==> src/rtl/mem_access_stage.sv <==
// EX/MEM pipeline register and data-memory access stage.
// ALU results pass straight to writeback after one cycle. Loads and stores
// issue a single word request on the dmem port and hold execute off until
// the memory acks or the request times out.
module mem_access_stage #(
  parameter int ADDR_W  = 10,
  parameter int TIMEOUT = 15
) (
  input  logic              clk,
  input  logic              rst_n,
  input  logic              ex_valid,
  output logic              ex_ready,
  input  logic [31:0]       ex_result,
  input  logic [31:0]       ex_store_data,
  input  logic [3:0]        ex_dest,
  input  logic              ex_mem_read,
  input  logic              ex_mem_write,
  input  logic              ex_reg_write,
  output logic              dmem_req,
  output logic              dmem_we,
  output logic [ADDR_W-1:0] dmem_addr,
  output logic [31:0]       dmem_wdata,
  input  logic              dmem_ack,
  input  logic [31:0]       dmem_rdata,
  output logic              wb_valid,
  output logic [3:0]        wb_dest,
  output logic [31:0]       wb_data,
  output logic [3:0]        mem_busy_dest,
  output logic              err_align,
  output logic              err_timeout
);

  localparam int TW = $clog2(TIMEOUT + 1);

  typedef enum logic {IDLE, MEM} state_t;

  state_t              state_q, state_d;
  logic                req_q, req_d;
  logic                we_q, we_d;
  logic [ADDR_W-1:0]   addr_q, addr_d;
  logic [31:0]         wdata_q, wdata_d;
  logic [3:0]          dest_q, dest_d;
  logic                ldwb_q, ldwb_d;     // pending access is a load that writes back
  logic [TW-1:0]       timer_q, timer_d;
  logic                wb_valid_q, wb_valid_d;
  logic [3:0]          wb_dest_q, wb_dest_d;
  logic [31:0]         wb_data_q, wb_data_d;
  logic                err_align_q, err_align_d;
  logic                err_to_q, err_to_d;

  logic mem_op, bad_op;

  assign mem_op = ex_mem_read | ex_mem_write;
  assign bad_op = (ex_result[1:0] != 2'b00) | (ex_mem_read & ex_mem_write);

  // Next-state: accept from execute in IDLE, track the outstanding access in MEM
  always_comb begin
    state_d     = state_q;
    req_d       = req_q;
    we_d        = we_q;
    addr_d      = addr_q;
    wdata_d     = wdata_q;
    dest_d      = dest_q;
    ldwb_d      = ldwb_q;
    timer_d     = timer_q;
    wb_valid_d  = 1'b0;
    wb_dest_d   = 4'd0;
    wb_data_d   = 32'd0;
    err_align_d = 1'b0;
    err_to_d    = err_to_q;
    case (state_q)
      IDLE: begin
        if (ex_valid) begin
          if (!mem_op) begin
            wb_valid_d = ex_reg_write;
            wb_dest_d  = ex_dest;
            wb_data_d  = ex_result;
          end else if (bad_op) begin
            err_align_d = 1'b1;
          end else begin
            req_d   = 1'b1;
            we_d    = ex_mem_write;
            addr_d  = ex_result[ADDR_W+1:2];
            wdata_d = ex_store_data;
            dest_d  = ex_dest;
            ldwb_d  = ex_reg_write & ~ex_mem_write;
            timer_d = '0;
            state_d = MEM;
          end
        end
      end
      MEM: begin
        // req is always high here, so ack is only honoured while requesting;
        // an ack on the final timeout cycle still completes normally
        if (dmem_ack) begin
          req_d   = 1'b0;
          state_d = IDLE;
          if (ldwb_q) begin
            wb_valid_d = 1'b1;
            wb_dest_d  = dest_q;
            wb_data_d  = dmem_rdata;
          end
        end else if (timer_q == TW'(TIMEOUT - 1)) begin
          req_d    = 1'b0;
          err_to_d = 1'b1;
          state_d  = IDLE;
        end else begin
          timer_d = timer_q + 1'b1;
        end
      end
      default: state_d = IDLE;
    endcase
  end

  // State register; async reset drops the memory request immediately
  always_ff @(posedge clk or negedge rst_n) begin
    if (!rst_n) begin
      state_q     <= IDLE;
      req_q       <= 1'b0;
      we_q        <= 1'b0;
      addr_q      <= '0;
      wdata_q     <= 32'd0;
      dest_q      <= 4'd0;
      ldwb_q      <= 1'b0;
      timer_q     <= '0;
      wb_valid_q  <= 1'b0;
      wb_dest_q   <= 4'd0;
      wb_data_q   <= 32'd0;
      err_align_q <= 1'b0;
      err_to_q    <= 1'b0;
    end else begin
      state_q     <= state_d;
      req_q       <= req_d;
      we_q        <= we_d;
      addr_q      <= addr_d;
      wdata_q     <= wdata_d;
      dest_q      <= dest_d;
      ldwb_q      <= ldwb_d;
      timer_q     <= timer_d;
      wb_valid_q  <= wb_valid_d;
      wb_dest_q   <= wb_dest_d;
      wb_data_q   <= wb_data_d;
      err_align_q <= err_align_d;
      err_to_q    <= err_to_d;
    end
  end

  assign ex_ready      = (state_q == IDLE);
  assign dmem_req      = req_q;
  assign dmem_we       = we_q;
  assign dmem_addr     = addr_q;
  assign dmem_wdata    = wdata_q;
  assign wb_valid      = wb_valid_q;
  assign wb_dest       = wb_dest_q;
  assign wb_data       = wb_data_q;
  assign mem_busy_dest = dest_q;
  assign err_align     = err_align_q;
  assign err_timeout   = err_to_q;

endmodule

==> config.mk <==
export PLATFORM = sky130hd
export DESIGN_NAME = mem_access_stage
export DESIGN_NICKNAME = d
export VERILOG_FILES = /design/src/rtl/mem_access_stage.sv
export SDC_FILE = /design/constraint.sdc
export NUM_CORES = 1
export LEC_CHECK = 0
export CORE_MARGIN = 10
export CORE_UTILIZATION = 38
export CTS_CLUSTER_SIZE = 28
export DETAILED_ROUTE_END_ITERATION = 8
export MAX_ROUTING_LAYER = met4
export PLACE_DENSITY = 0.9
export RECOVER_POWER = 100
export SKIP_CTS_REPAIR_TIMING = 1
export SLEW_MARGIN = 20
export SYNTH_ARGS = -nofsm -noshare
export SYNTH_HDL_FRONTEND = slang
export SYNTH_SLANG_ARGS = --single-unit
export TNS_END_PERCENT = 20
==> constraint.sdc <==
create_clock -name clk -period 2.25 [get_ports clk]
set_clock_uncertainty 0.1 [all_clocks]
set_input_delay 0.3375 -clock clk [delete_from_list [all_inputs] [get_ports clk]]
set_output_delay 0.3375 -clock clk [all_outputs]
set_load 0.01 [all_outputs]
; ---- Word-level counts from Yosys, hierarchy flattened
; Index checks and enable logic that the tools add are counted.
[totals]
regBits = 93
output_inout_bits = 88
wordCells = 71
inputBits = 107
[classes]
n_bitwise = 8
n_eq_ne = 7
n_reduce_logical = 5
add_sub_neg = 1
muxes = 37
[op_table]
columns = op, n
row1 = $mux 32, 4
row2 = $pmux 32 s2, 1
row3 = $mux 4, 9
row4 = $mux 1, 18
row5 = $pmux 4 s2, 2
row6 = $ne 2x2->1 const B, 4
row7 = $reduce_and 4->1, 2
row8 = $pmux 1 s2, 3
row9 = $reduce_and 5->1, 1
row10 = $add 4x1->4 const B, 1
row11 = $eq 4x4->1 const B, 1
row12 = $not 1->1, 4
row13 = $ne 3x2->1 const B, 1
row14 = $reduce_and 3->1, 1
row15 = $and 1x1->1, 2
row16 = $ne 2x1->1 const B, 1
row17 = $or 1x1->1, 2
row18 = $reduce_bool 2->1, 1

; ---- Logic depth before layout (Yosys ltp)
; Gate-level depths: netlist of run 1.
[depth]
ltp_word = 6
mapped_depth = 5

; ---- Least setup slack after synthesis of run 1
; OpenSTA, ideal clock, no wires.
[synth_timing]
kind = register to register
from = reg state_q
to = reg timer_q[2]
setup_time_ps = 126
path_buffers = 2
path_stages_with_launch = 6
arrival_time_ps = 1762
setup_slack_ps = 262
path_cell_list = dfrtp_1 or4b_4 or2_1 buf_6 buf_6 a311o_1
[synth_via]
elab_chain_len = 3
[synth_rtl]
columns = item, line_no
row1 = start: declaration, 37  ; state_t state_q, state_d;
row2 = start signal: assignment, 132  ; state_q <= state_d;
row3 = $not 1->1 (no source line), --
row4 = $ne 2x2->1 (no source line) / $ne 2x1->1 (equally long branches), --
row5 = $reduce_and 5->1 (no source line), --
row6 = end signal: assignment, 139  ; timer_q <= timer_d;
row7 = end: declaration, 44  ; logic [TW-1:0] timer_q, timer_d;
; Several ways; a longest one is shown, not always the timed one.
; A chain may end at the register's enable or synchronous reset.

; ---- Worst setup path in the final report of run 1
[layout_timing]
from = in ex_result[1]
to = reg wdata_q[5], in the netlist dmem_wdata[5]
[layout_via]
elab_chain_len = 4
[layout_rtl]
columns = item, line_no
row1 = start: declaration, 13  ; input logic [31:0] ex_result,
row2 = $reduce_bool 2->1, 54  ; assign bad_op = (ex_result[1:0] != 2'b00) | (ex_mem_read & ex_mem_write);
row3 = $or 1x1->1, 54
row4 = $not 1->1 (no source line), --
row5 = $reduce_and 4->1 (no source line), --
row6 = end signal: assignment, 136  ; wdata_q <= wdata_d;
row7 = end: declaration, 41  ; logic [31:0] wdata_q, wdata_d;
; Every way passes these cells.

==> results of run 1 <==
[final cells by class]
cell class	instances	area, um2
Tap cell	111	138.9
Multi-Input combinational cell	115	1080
Clock buffer	10	127.6
Clock inverter	5	38.79
Sequential cell	93	2327
Inverter	5	18.77
Timing Repair Buffer	207	2052
Fill cell	730	3326
[where the power goes]
group          total [mW]  switching, mW  internal (mW)
combinational        1.16          0.448          0.715
sequential           2.09          0.147           1.95
clock               0.958          0.560          0.398
[through the flow]
| stage | utilization | power, mW | cells |
|---|---|---|---|
| floorplan | - | 2.544 | 226 |
| global placement | 0.6187 | 3.367 | 530 |
| detailed placement | 0.6187 | 3.430 | 530 |
| CTS | 0.6370 | 4.393 | 545 |
| global route | 0.6349 | 4.471 | 546 |
| finish | 0.6349 | 4.215 | 546 |
[cells in the final DEF (no fill, tap or decap), types with 2 or more instances in the layout]
cell and instances:
clkbuf_8 9, ha_1 2, dfrtp_1 93, o22ai_1 3
buf_12 2, and3_1 2, clkbuf_1 3, mux2_2 47
clkdlybuf4s50_1 105, inv_1 5, nand2b_1 3, dlygate4sd3_1 89
a21oi_1 2, o21ai_0 2, nand3_1 2, clkinvlp_4 4
clkbuf_2 2, buf_4 6, nand2_1 2, a22o_1 36
[state kept, by name, indices dropped and copies added (netlist names)]
signal and flops:
ldwb_q 1, state_q 1, wb_data 32, timer_q 4
mem_busy_dest 4, dmem_we 1, wb_dest 4, err_align 1
err_timeout 1, dmem_wdata 32, dmem_addr 10, dmem_req 1
wb_valid 1
[per-layer routing]
metal	global-route usage	vias to the layer above	share of wire
met5	-	-	0
met4	0.05588	0	0.017
met1	0.1643	1327	0.37
li1	-	1240	-
met2	0.2890	113	0.54
met3	0.04828	13	0.079
[kinds of logic (layout without fill, tap and decap cells)]
group,after synthesis,in the layout
AO/OA/AOI/OAI,48,48
XOR/XNOR,1,1
adder cells (fa/ha/maj),2,2
buffers and inverters,18,227
flip-flops,93,93
multiplexers,48,48
AND/OR/NAND/NOR,16,16
[final timing paths]
check                                         from                          to  slack, ns  cells past startpoint
setup reg to reg                 state_q$_DFF_PN0_   dmem_wdata[5]$_DFFE_PN0P_       0.27                      4
max in group asynchronous                    rst_n  dmem_wdata[23]$_DFFE_PN0P_       0.51                      3
hold / removal             err_timeout$_DFFE_PN0P_     err_timeout$_DFFE_PN0P_       0.37                      1
hold reg to reg            err_timeout$_DFFE_PN0P_     err_timeout$_DFFE_PN0P_       0.37                      1
min in group asynchronous                    rst_n       wb_data[29]$_DFF_PN0_       0.67                      2
setup / recovery                      ex_result[1]   dmem_wdata[5]$_DFFE_PN0P_       0.24                      5
==> results_dict.tcl, run 1 <==
set metrics [dict create \
    status "finished, final reports clean" \
    fin_crit_ns 2.008 \
    num-nets-final 540 \
    end_kind "flop" \
    pin_count 195 \
    cap_violations 0 \
    crit_chain "clkdlybuf4s50_1, or4b_1, or2_2, buf_4, mux2_2" \
    dieArea_um2 13500 \
    critPathLaunchType "input port" \
    synthesis.area_um2 3517 \
    yosysWarnings 0 \
    ys_top_cells_by_area "dfrtp_1 66%, mux2_2 15%, a22o_1 9.0%, buf_6 1.9%, clkbuf_1 0.75%" \
    setup_ws_ns 0.2416 \
    worst_ep_arrival_time_ns 2.13 \
    ant_nets 0 \
    via_per_inst 4.932 \
    grt_overflow 0 \
    synth_area_per_cell_um2 15.56 \
    p_leak_nw 2.658 \
    slowest_stage "or4b_1" \
    final_max_slew_viol_count 0 \
    final_area_um2 5783 \
    synth-simple-area-share 0.03095 \
    max_slew_margin 0.1818 \
    ir_drop_uv 348.0 \
    synth_ff_type "dfrtp_1" \
    slowest_delay_ns 0.52 \
    hold_class "flop to flop" \
    synth.most_common_cell "dfrtp_1" \
    synth-xor-area-share 0.002490 \
    ys_seq_area_frac 0.6617 \
    fmax_ghz 0.4979 \
    synth_top_area_share 0.6617 \
    insertion_delay_ns 0.33 \
    die_h_um 116.2 \
    crit_required_ns 2.37 \
    wl_per_cell_um 19.55 \
    vias 2693 \
    ys_ff_latch 93 \
    dpl_worst_slack_ns -0.1204 \
    place_area_um2 5635 \
    fp.dieW_um 116.2 \
    hold-worst-slack_ns 0.3750 \
    place_hpwl_um 8558 \
    synth_fa_ha_area_frac 0.007115 \
    gp_congestion 0.7599 \
    clockBufferDepth 2 \
    setup.worst_path.class "input port to flop" \
    grt_usage 0.1613 \
    start_util 0.3861 \
    layout_worst_path_cycle_share 0.8926 \
    power_density_nw_per_um2 728.8 \
    ys_types 28 \
    hold_violations 0 \
    place.port_buffers 194 \
    cp_top_family "simple AND/OR/NAND/NOR gates" \
    drt-initial-drc-count 131 \
    grt_max_degree 51 \
    syn_inst 226 \
    synth_compound_area_frac 0.1124 \
    root_buffer "clkbuf_8" \
    fp.coreArea_um2 9109 \
    async_flop_share 1.000 \
    cts_buffers 9 \
    synth.area.mux_share 0.1533 \
    syn-num-nets 335 \
    grt_pass1_wl_um 16460 \
    critPathBufInv 2 \
    antennaDiodeCount 0 \
    syn_to_final_growth_pct 64.43 \
    drc 0 \
    clk_pin_slew_ns 0.09 \
    rows 35 \
    synth_enable_flop_cells 0 \
    setup_viol 0 \
    firstDrtPassIters 4 \
    rsz0062_at_grt "false" \
    h-tree-depth 3 \
    synth_top_family_by_area "multiplexers" \
    grt_pass1_vias 3155 \
    drive_above_1_share 0.1701 \
    tightest_slew_ns 1.227 \
    synth_area_leader_cell "dfrtp_1" \
    tns_ns 0 \
    numClockSinks 93 \
    antenna_found_initial 0 \
    cts_tree "yes" \
    cp_max_fo 13 \
    wl_um 10670 \
    synthTopCellsByCount "93 x dfrtp_1, 47 x mux2_2, 36 x a22o_1, 7 x clkbuf_1, 6 x buf_6" \
]
No activity file was read; power rests on OpenSTA's default activity.
==> run 2, diff against run 1 <==
--- a/config.mk
+++ b/config.mk
@@ -5,10 +5,12 @@
 export SDC_FILE = /design/constraint.sdc
 export NUM_CORES = 1
 export LEC_CHECK = 0
+export CAP_MARGIN = 15
 export CORE_MARGIN = 10
 export CORE_UTILIZATION = 38
 export CTS_CLUSTER_SIZE = 28
 export DETAILED_ROUTE_END_ITERATION = 8
+export GPL_TIMING_DRIVEN = 0
 export MAX_ROUTING_LAYER = met4
 export PLACE_DENSITY = 0.9
 export RECOVER_POWER = 100
==> run 2 against run 1 <==
  * Critical path depth is 1 higher
  * Utilization is essentially flat
  * Power increased by 0.73%
  * First-iteration DRC count is 0.76% lower
  * Non-clock buffer count grew 2
  * Register-to-register slack got worse by 0.16 ns
  * Setup slack lost 0.14 ns
  * Clock-buffer cell count unchanged
  * Final cell count rose by 0.37%
==> results_dict.tcl, run 2 (same netlist as run 1, synthesis figures left out) <==
set metrics [dict create \
    status "finished, final reports clean" \
    insertion_delay_ns 0.34 \
    grt_pass1_wl_um 16860 \
    fmax_ghz 0.4645 \
    setup_ws_ns 0.09727 \
    hp-start "err_timeout$_DFFE_PN0P_" \
    use_met2 0.2909 \
    dpl_worst_slack_ns -0.2716 \
    syn_to_final_growth_pct 64.39 \
    grt_usage 0.1664 \
    layout_worst_path_cycle_share 0.9568 \
    setup_viol 0 \
    firstDrtPassIters 4 \
    wl_per_cell_um 20.02 \
    rsz0062_at_grt "false" \
    critPathLaunch "ex_result[1]" \
    slowest_delay_ns 0.58 \
    crit_required_ns 2.37 \
    place_hpwl_um 8819 \
    clk_pin_slew_ns 0.09 \
    ant_nets 0 \
    gp_congestion 0.7645 \
    n_fill_cell 731 \
    grt-busiest-layer "met2" \
    grt_use_met1 0.1743 \
    r2r-start "state_q$_DFF_PN0_" \
    cp_max_fo 10 \
    drt-initial-drc-count 130 \
    tightest_slew_ns 1.087 \
    hold_class "flop to flop" \
    hold_violations 0 \
    max_slew_margin 0.2751 \
    wl_um 10970 \
    crit_path_frequent_cell "buf_6" \
    antenna_found_initial 0 \
    grt_overflow 0 \
    cts_tree "yes" \
    final_area_um2 5782 \
    place.port_buffers 194 \
    post-place-cells 532 \
    h-tree-depth 3 \
    fin_crit_ns 2.153 \
    p_leak_nw 2.656 \
    clockBufferDepth 2 \
    drc 0 \
    num-nets-final 542 \
    crit_chain "clkdlybuf4s50_1, or4b_1, or2_0, buf_6, buf_6, a311o_1" \
    drive_above_1_share 0.1625 \
    die_h_um 116.2 \
    antennaDiodeCount 0 \
    critPathLaunchType "input port" \
    setup.worst_path.class "input port to flop" \
    cap_violations 0 \
    vias 2729 \
    mostFrequentLayoutCells "104 x clkdlybuf4s50_1, 93 x dfrtp_1, 90 x dlygate4sd3_1, 47 x mux2_2, 36 x a22o_1" \
    fp.dieW_um 116.2 \
    end_kind "flop" \
    pin_count 195 \
    grt_pass1_vias 3160 \
    power_density_nw_per_um2 734.2 \
    grt_max_degree 51 \
    start_util 0.3861 \
    dieArea_um2 13500 \
    via_per_inst 4.980 \
    final_max_slew_viol_count 0 \
    place_area_um2 5623 \
    slowest_stage "or4b_1" \
    fp.coreArea_um2 9109 \
    final_cells 548 \
    root_buffer "clkbuf_8" \
    ir_drop_uv 445.9 \
    numClockSinks 93 \
    grtUsageMet3 0.05342 \
    worst_ep_arrival_time_ns 2.27 \
    rows 35 \
    cts_buffers 9 \
    layout_commonest_cell "clkdlybuf4s50_1" \
]
run 2: final cells by class:
class                      instances  area, um2  area share
inverter                           5      18.77    0.003246
multi-input combinational        115       1080      0.1868
tap                              111      138.9     0.02402
timing repair buffer             196       1958      0.3387
clock inverter                     5      37.54    0.006492
clock buffer                      10      137.6     0.02380
buffer                            13      83.83     0.01450
sequential                        93       2327      0.4025
run 2: worst paths after layout:
check / to / slack (ns) / cells after the start
max in group asynchronous: timer_q[3]$_DFFE_PN0P_ / 0.42 / 3
hold / removal: err_timeout$_DFFE_PN0P_ / 0.38 / 1
setup reg to reg: timer_q[2]$_DFFE_PN0P_ / 0.11 / 5
hold reg to reg: err_timeout$_DFFE_PN0P_ / 0.38 / 1
min in group asynchronous: wb_data[28]$_DFF_PN0_ / 0.62 / 2
setup / recovery: timer_q[2]$_DFFE_PN0P_ / 0.1 / 6
run 2: metal layers:
| metal | part of all wire | routed length (um) |
|---|---|---|
| met3 | 0.084 | 919 |
| met1 | 0.36 | 3982 |
| met5 | 0 | 0 |
| met4 | 0.018 | 199 |
| met2 | 0.53 | 5870 |
run 2: where the power goes:
part	total (mW)	internal (mW)	switching, mW
Clock	0.998	0.428	0.570
Sequential	2.09	1.95	0.139
Combinational	1.16	0.711	0.451
run 2: metrics by stage:
step                setup TNS, ns  power [mW]    util  hold WS (ns)
finish                          0       4.245  0.6348        0.3816
global route                    0       4.506  0.6348        0.4180
CTS                             0       4.431  0.6365       -0.1132
detailed placement         -12.47       3.419  0.6173        0.2783
global placement          -243.27       3.354  0.6146        0.3626
floorplan                       0       2.544       -      -0.05809
run 2: worst max-delay path: cells and delay by family:
| family | cells | cell delay [ns] |
|---|---|---|
| buf+inv | 3 | 0.73 |
| simple gates | 2 | 0.84 |
| compound gates | 1 | 0.35 |
==> run 3, diff against run 2 <==
--- a/config.mk
+++ b/config.mk
@@ -6,13 +6,15 @@
 export NUM_CORES = 1
 export LEC_CHECK = 0
 export CAP_MARGIN = 15
+export CELL_PAD_IN_SITES_DETAIL_PLACEMENT = 1
+export CELL_PAD_IN_SITES_GLOBAL_PLACEMENT = 1
 export CORE_MARGIN = 10
-export CORE_UTILIZATION = 38
+export CORE_UTILIZATION = 30
 export CTS_CLUSTER_SIZE = 28
 export DETAILED_ROUTE_END_ITERATION = 8
 export GPL_TIMING_DRIVEN = 0
 export MAX_ROUTING_LAYER = met4
-export PLACE_DENSITY = 0.9
+export PLACE_DENSITY = 0.92
 export RECOVER_POWER = 100
 export SKIP_CTS_REPAIR_TIMING = 1
 export SLEW_MARGIN = 20
==> run 3 against run 2 <==
  * Maximum frequency barely moved
  * Power rose by 12%
  * Routed wire length rose by 16%
  * Critical endpoint unchanged
  * Critical path type unchanged
  * Die area rose by 22%
  * Final cell count rose by 6.0%
  * First-iteration DRC count fell by 28%
==> results_dict.tcl, run 3 (same netlist as run 1, synthesis figures left out) <==
set metrics [dict create \
    antenna_found_initial 0 \
    numClockSinks 93 \
    dieArea_um2 16450 \
    grt_overflow 0 \
    wl_met2_um 6713 \
    hp-start "dmem_wdata[18]$_DFFE_PN0P_" \
    start_util 0.3067 \
    drc 0 \
    holdPathStages 1 \
    cap_violations 0 \
    reg2reg_setup_slack_ns 0.14 \
    cp_max_fo 10 \
    wl_per_cell_um 21.89 \
    syn_to_final_growth_pct 68.80 \
    p_clk_frac 0.311 \
    swShare 0.2570 \
    via_per_inst 4.723 \
    power_density_nw_per_um2 801.1 \
    rows 39 \
    hold_class "flop to flop" \
    max_slew_margin 0.2223 \
    vias 2744 \
    final_max_slew_viol_count 0 \
    rsz0062_at_grt "false" \
    critPathLaunchType "input port" \
    grt_usage 0.1571 \
    die_h_um 128.3 \
    fin_crit_ns 2.153 \
    ant_nets 0 \
    p_sw_mw 1.222 \
    ir_drop_uv 421.3 \
    r2r-start "state_q$_DFF_PN0_" \
    fp.coreArea_um2 11470 \
    wl_met3_um 1100 \
    drive_above_1_share 0.1575 \
    status "finished, final reports clean" \
    endpoint "timer_q[2]$_DFFE_PN0P_" \
    seqPwrFrac 0.441 \
    wl_um 12720 \
    worst_r2r_endpoint "timer_q[2]$_DFFE_PN0P_" \
    antennaDiodeCount 0 \
    setup.worst_path.class "input port to flop" \
    place_hpwl_um 10130 \
    layout_commonest_cell "clkdlybuf4s50_1" \
    crit_required_ns 2.37 \
    gp_congestion 0.8087 \
    cts_tree "yes" \
    setup_viol 0 \
    highest_layer "met4" \
    rr_worst_depth 5 \
    fmax_ghz 0.4645 \
    routedLengthMet1_um 4743 \
    intPower_mw 3.534 \
    root_buffer "clkbuf_16" \
    tightest_slew_ns 1.166 \
    critPathLaunch "ex_result[1]" \
    grt_max_degree 49 \
    worst_ep_arrival_time_ns 2.27 \
    pin_count 195 \
    insertion_delay_ns 0.33 \
    end_kind "flop" \
    firstDrtPassIters 4 \
    hold-worst-slack_ns 0.3983 \
    grt_pass1_wl_um 19110 \
    cts_buffers 9 \
    hold_violations 0 \
    tns_ns 0 \
    clockBufferDepth 2 \
    place.port_buffers 194 \
    fp.dieW_um 128.3 \
    p_leak_nw 2.715 \
    drt-initial-drc-count 94 \
    h-tree-depth 3 \
    mostFrequentLayoutCells "104 x clkdlybuf4s50_1, 93 x dfrtp_1, 90 x dlygate4sd3_1, 47 x mux2_2, 36 x a22o_1" \
    comb_power_share 0.247 \
    clk_pin_slew_ns 0.06 \
    layout_worst_path_cycle_share 0.9568 \
    grt_pass1_vias 3271 \
    num-nets-final 542 \
]
==> run 3: changes by cell type in the layout (fill, tap and decap cells not counted), sizes merged <==
| cell | delta |
|---|---|
| clkinvlp | -2 |
| clkbuf | +5 |
| buf | +1 |
| clkinv | -3 |
==> run 3: through the flow <==
stage	cell area, um2	worst slack (ns)	cells	power [mW]	util
floorplan	3517	0.2618	226	2.544	-
global placement	5638	-2.650	563	3.366	0.4917
detailed placement	5667	-0.3524	564	3.445	0.4942
CTS	5958	-0.002426	580	4.953	0.5196
global route	5937	0.03205	581	5.000	0.5177
finish	5937	0.09717	581	4.756	0.5177
==> run 3: routing by layer <==
layer  vias to the layer above  global-route usage
met5                         -                   -
met4                         0             0.05166
met3                        10             0.05831
met2                       125              0.2674
met1                      1368              0.1645
li1                       1241                   -
==> run 3: final cells by class <==
| class | count | area [um2] |
|---|---|---|
| fillers | 1187 | 5530 |
| inverters | 5 | 18.77 |
| multi-input cells | 115 | 1080 |
| plain buffers | 13 | 82.58 |
| well taps | 143 | 178.9 |
| clock buffers | 16 | 291.5 |
| flip-flops and latches | 93 | 2327 |
| repair buffers | 196 | 1958 |
==> run 3: worst min path at each step <==
stage	end	slack (ns)
finish	dmem_wdata[18]$_DFFE_PN0P_	0.40
global route	dmem_wdata[18]$_DFFE_PN0P_	0.41
CTS	wb_data[1]$_DFF_PN0_	-0.16
detailed placement	dmem_wdata[10]$_DFFE_PN0P_	0.21
global placement	err_timeout$_DFFE_PN0P_	0.36
floorplan	dmem_addr[0]$_DFFE_PN0P_	-0.06
==> run 3: power groups by stage <==
stage                     logic, mW  registers, mW  clock network [mW]
after detailed placement       1.30           2.14                   0
after global placement         1.25           2.11                   0
after CTS                      1.31           2.12                1.53
after global routing           1.27           2.14                1.59
after floorplan               0.302           2.24                   0
final                          1.18           2.10                1.48
==> run 3: critical path, cell delays in order <==
cell and delay, ns:
clkdlybuf4s50_1 0.48, or4b_1 0.57, or2_0 0.26, buf_6 0.14
buf_6 0.14, a311o_1 0.34
